===== src/rtl/demux_pkg.sv =====
// Shared types and constants for the 1-to-2 stream demultiplexer.
package demux_pkg;

  // Routing state: no packet open, or a packet locked to one output.
  typedef enum logic [1:0] {
    IDLE   = 2'd0,
    ROUTE0 = 2'd1,
    ROUTE1 = 2'd2
  } state_e;

  // Width of the per-port completed-packet counters (wraps modulo 2**CNT_W).
  localparam int CNT_W = 8;

endpackage


===== src/rtl/demux_out_slot.sv =====
// One-entry register slice: holds a single beat (valid/data/last) and
// accepts a new beat in the same cycle the held one drains.
module demux_out_slot #(
  parameter int WIDTH = 8
) (
  input  logic             clk,
  input  logic             rst,
  input  logic             fill,
  input  logic [WIDTH-1:0] fill_data,
  input  logic             fill_last,
  input  logic             ready,
  output logic             valid,
  output logic [WIDTH-1:0] data,
  output logic             last,
  output logic             can_fill
);

  logic             valid_q, valid_d;
  logic [WIDTH-1:0] data_q, data_d;
  logic             last_q, last_d;

  // Next-slot contents: a fill wins over a drain so both in one cycle keep the slot full.
  always_comb begin
    valid_d = valid_q;
    data_d  = data_q;
    last_d  = last_q;
    if (fill) begin
      valid_d = 1'b1;
      data_d  = fill_data;
      last_d  = fill_last;
    end else if (valid_q && ready) begin
      valid_d = 1'b0;
    end
  end

  // Slot register; payload only changes on a fill, so it holds steady while stalled.
  always_ff @(posedge clk or posedge rst) begin
    if (rst) begin
      valid_q <= 1'b0;
      data_q  <= '0;
      last_q  <= 1'b0;
    end else begin
      valid_q <= valid_d;
      data_q  <= data_d;
      last_q  <= last_d;
    end
  end

  assign valid    = valid_q;
  assign data     = data_q;
  assign last     = last_q;
  // Room for a new beat: empty now, or the held beat leaves this cycle.
  assign can_fill = !valid_q || ready;

endmodule


===== src/rtl/demux1to2_stream.sv =====
// Packet-aware 1-to-2 stream demultiplexer: the first beat's in_sel picks the
// output, and the rest of the packet follows it regardless of in_sel.
module demux1to2_stream
  import demux_pkg::*;
#(
  parameter int WIDTH = 8
) (
  input  logic             clk,
  input  logic             rst,
  input  logic             in_valid,
  output logic             in_ready,
  input  logic [WIDTH-1:0] in_data,
  input  logic             in_last,
  input  logic             in_sel,
  output logic             out0_valid,
  input  logic             out0_ready,
  output logic [WIDTH-1:0] out0_data,
  output logic             out0_last,
  output logic             out1_valid,
  input  logic             out1_ready,
  output logic [WIDTH-1:0] out1_data,
  output logic             out1_last,
  output logic [CNT_W-1:0] pkt_cnt0,
  output logic [CNT_W-1:0] pkt_cnt1
);

  state_e           state_q, state_d;
  logic [CNT_W-1:0] cnt0_q, cnt0_d;
  logic [CNT_W-1:0] cnt1_q, cnt1_d;
  logic             target;
  logic             accept;
  logic             fill0, fill1;
  logic             can_fill0, can_fill1;

  // Target port, input handshake and next state / counter values.
  always_comb begin
    state_d = state_q;
    cnt0_d  = cnt0_q;
    cnt1_d  = cnt1_q;
    case (state_q)
      ROUTE0:  target = 1'b0;
      ROUTE1:  target = 1'b1;
      default: target = in_sel;
    endcase
    in_ready = target ? can_fill1 : can_fill0;
    accept   = in_valid && in_ready;
    fill0    = accept && !target;
    fill1    = accept && target;
    if (accept) begin
      if (in_last) begin
        state_d = IDLE;
        if (target) cnt1_d = cnt1_q + CNT_W'(1);
        else        cnt0_d = cnt0_q + CNT_W'(1);
      end else if (state_q == IDLE) begin
        state_d = target ? ROUTE1 : ROUTE0;
      end
    end
  end

  // Routing state and packet counters.
  always_ff @(posedge clk or posedge rst) begin
    if (rst) begin
      state_q <= IDLE;
      cnt0_q  <= '0;
      cnt1_q  <= '0;
    end else begin
      state_q <= state_d;
      cnt0_q  <= cnt0_d;
      cnt1_q  <= cnt1_d;
    end
  end

  assign pkt_cnt0 = cnt0_q;
  assign pkt_cnt1 = cnt1_q;

  demux_out_slot #(.WIDTH(WIDTH)) u_slot0 (
    .clk       (clk),
    .rst       (rst),
    .fill      (fill0),
    .fill_data (in_data),
    .fill_last (in_last),
    .ready     (out0_ready),
    .valid     (out0_valid),
    .data      (out0_data),
    .last      (out0_last),
    .can_fill  (can_fill0)
  );

  demux_out_slot #(.WIDTH(WIDTH)) u_slot1 (
    .clk       (clk),
    .rst       (rst),
    .fill      (fill1),
    .fill_data (in_data),
    .fill_last (in_last),
    .ready     (out1_ready),
    .valid     (out1_valid),
    .data      (out1_data),
    .last      (out1_last),
    .can_fill  (can_fill1)
  );

endmodule


===== config.mk =====
export PLATFORM = sky130hd
export DESIGN_NAME = demux1to2_stream
export DESIGN_NICKNAME = d
export VERILOG_FILES = /design/src/rtl/demux_pkg.sv /design/src/rtl/demux_out_slot.sv /design/src/rtl/demux1to2_stream.sv
export SDC_FILE = /design/constraint.sdc
export NUM_CORES = 1
export LEC_CHECK = 0
export ABC_AREA = 1
export BUFFER_PORTS_ARGS = -buffer_cell sky130_fd_sc_hd__buf_2
export CORE_MARGIN = 1.5
export CORE_UTILIZATION = 45
export DETAILED_ROUTE_END_ITERATION = 10
export GPL_TIMING_DRIVEN = 0
export PLACE_DENSITY = 0.71
export SKIP_LAST_GASP = 1
export SLEW_MARGIN = 5
export SYNTH_ARGS = -nofsm -noshare
export SYNTH_HDL_FRONTEND = slang
export SYNTH_SLANG_ARGS = --single-unit

===== constraint.sdc =====
create_clock -name clk -period 2.96 [get_ports clk]
set_input_delay 0.592 -clock clk [delete_from_list [all_inputs] [get_ports clk]]
set_output_delay 0.592 -clock clk [all_outputs]
set_load 0.02 [all_outputs]

==> results.md <==
- Status: finished, final reports clean
- Unique masters post-synth: 23
- Register bit total from synthesis: 38
- RSZ-0062 raised after global routing: no
- Gr ovfl total: 0
- Post-synthesis sequential area ratio: 50.9%
- Largest net degree at the start of global routing: 39
- Final setup fails: 0
- Setup TNS Final: 0 ps
- Final core utilization: 58.1%
- Share of layout cells above drive strength 1: 27.5%
- IO Port Bufs: 51
- Slew @ Worst Pin: 784 ps
- Antenna diode count: 0
- Placed cells: 326
- Synthesized instance count: 225
- CTS root buf: clkbuf_8
- Core area: 0.00400 mm^2
- Final WL: 3790 um
- Crit path launch type: flop
- Lkg Pwr: 1.35 nW
- FFs w/ async S/R, synth: 100%
- Detail Route Antenna Nets: 0
- P&R area growth vs syn: 24.4%
- Area contributors post-synth: dfrtp_1 (51%), nand2_1 (19%), inv_1 (5.8%)
- Max-cap violations: 0
- Initial antenna violation count: 0
- Drt first-iter violations: 87
- Worst-path clk slew: 80 ps
- Die H: 67.4 um
- Post-Syn Nets: 244
- Worst IR drop on VDD: 0.485 mV
- CP Capture Type: output port
- Cts hold-fix bufs: 0
- Clock Tree Buf Depth: 2
- Fin crit share: 73.0%
- Post-Syn Area: 0.00187 mm^2
- Wire length per cell: 11.4 um
- Synth Flop Type: dfrtp_1
- Max Fclk: 463 MHz
- Layout net count: 302
- RePlAce Congestion: 0.739
- Clock Skews: 4.58 ps
- Finished Layout Cells: 334
- Final Hold Viols: 0
- CTS Buf Count: 5
- Die X: 67.4 um
- Vias in the first global route: 1455
- Final worst path period need: 2160 ps
- Worst slew margin: 47.7%
- H-tree levels: 2
- Post-CTS Setup Repair Bufs: 0
- Ys Warns: 0
- WS Path Type: flop to output port
- Initial Utilization: 46.7%
- Vias: 1573
- Clock Latency Late Sink: 290 ps
- I/O Pins: 52
- Mean Syn Cell Area: 8.30 um^2
- # DRC: 0
- Crit path DAT: 1570 ps
- Vias per inst: 4.71
- Critical Path RT: 2370 ps
- Area share of the largest cell type after synthesis: 50.9%
- Fillers: 380
- Power Density: 981 mW/mm^2
- TritonCTS clock tree: done
- Clk sinks: 38
- First-pass GRT wire length: 6440 um
- Gr usage total: 19.2%
- Rows: 23
- Hold Path Class: input pin to asynchronous set/reset pin
- CP Max Fanout: 3
- Post-synth EDFFs: 0
- CTS resizes: 0
- Slew Limit Fails: 0
- Dpl hpwl: 2700 um
- First-pass detailed-route iteration total: 4
- Area leader, netlist: dfrtp_1
- Die Footprint: 0.00454 mm^2
layout make-up:
type	count	area (um^2)	share of cell area [%]
inverter	32	123	5.28
clock buffer	5	68.8	2.96
multi-input combinational	151	754	32.5
timing repair buffer	51	255	11.0
buffer	4	38.8	1.67
tap	50	62.6	2.69
sequential	38	951	40.9
clock inverter	3	68.8	2.96
kinds of logic after synthesis:
family          count (synthesis)  share of synthesized area, %
fa+ha+maj                       4                          2.68
buf+inv                        36                          8.65
simple gates                  123                          30.3
compound gates                 19                          5.09
xor+xnor                        5                          2.35
flops                          38                          50.9
registers in the layout, indices dropped and copies added, names as in the netlist:
signal         count
state_q            2
u_slot0.valid      1
u_slot1.valid      1
pkt_cnt0           8
u_slot1.last       1
pkt_cnt1           8
u_slot0.data       8
u_slot1.data       8
u_slot0.last       1
final timing paths:
check	from	end	slack [ps]	depth (start not counted)
setup / recovery	state_q[0]	in_ready	800	8
hold / removal	rst	pkt_cnt0[1]	440	2
setup reg to reg	state_q[0]	pkt_cnt1[4]	1380	10
hold reg to reg	u_slot1.data[2]	u_slot1.data[2]	480	2
max in group asynchronous	rst	pkt_cnt0[5]	2020	2
min in group clk	u_slot1.data[2]	u_slot1.data[2]	480	2
cell usage after synthesis, drive strengths merged, types with 2 or more instances:
master,count
o21ai,19
nand3b,3
nand2,98
inv,32
xnor2,2
nand4,4
nor2,7
dfrtp,38
ha,4
nand3,10
xor2,3
buf,4
per-stage QoR:
step	power, mW	hold slack [ps]	area [um^2]	setup slack, ps
after floorplan	1.46	442	1870	1250
after global placement	1.75	462	2180	970
after detailed placement	1.77	463	2180	1110
after CTS	2.31	464	2320	768
after global routing	2.46	499	2320	674
final	2.28	436	2320	800
where the power goes:
part           total [mW]  switching, mW  leakage [nW]  internal, mW
clock               0.531          0.193        0.0683         0.338
combinational       0.903          0.590         0.798         0.313
sequential          0.843          0.137         0.487         0.706
total                2.28          0.920          1.35          1.36
routing by layer:
metal | up-vias | wire length, um | GRT usage (%)
li1 | 804 | - | -
met1 | 730 | 1770 | 24.9
met2 | 33 | 1820 | 30.7
met3 | 6 | 149 | 5.50
met4 | 0 | 57 | 6.89
met5 | - | 0 | 0
cell usage in the layout (no fill, tap or decap), drive strengths merged:
cell,synthesis,layout
nand2,98,98
buf,4,55
dfrtp,38,38
inv,32,32
o21ai,19,19
nand3,10,10
nor2,7,7
clkbuf,0,5
ha,4,4
nand4,4,4
nand3b,3,3
xor2,3,3
xnor2,2,2
bufinv,0,2
or2,1,1
clkinv,0,1
critical path, cell delays in order, from the launching register on:
cell and delay, ps:
dfrtp_1 350, inv_1 60, ha_1 320, inv_1 100, nand2_4 80, nand2_4 70, nand2_1 50, nand2_1 80
buf_2 170
(Power assumes the default switching activity.)
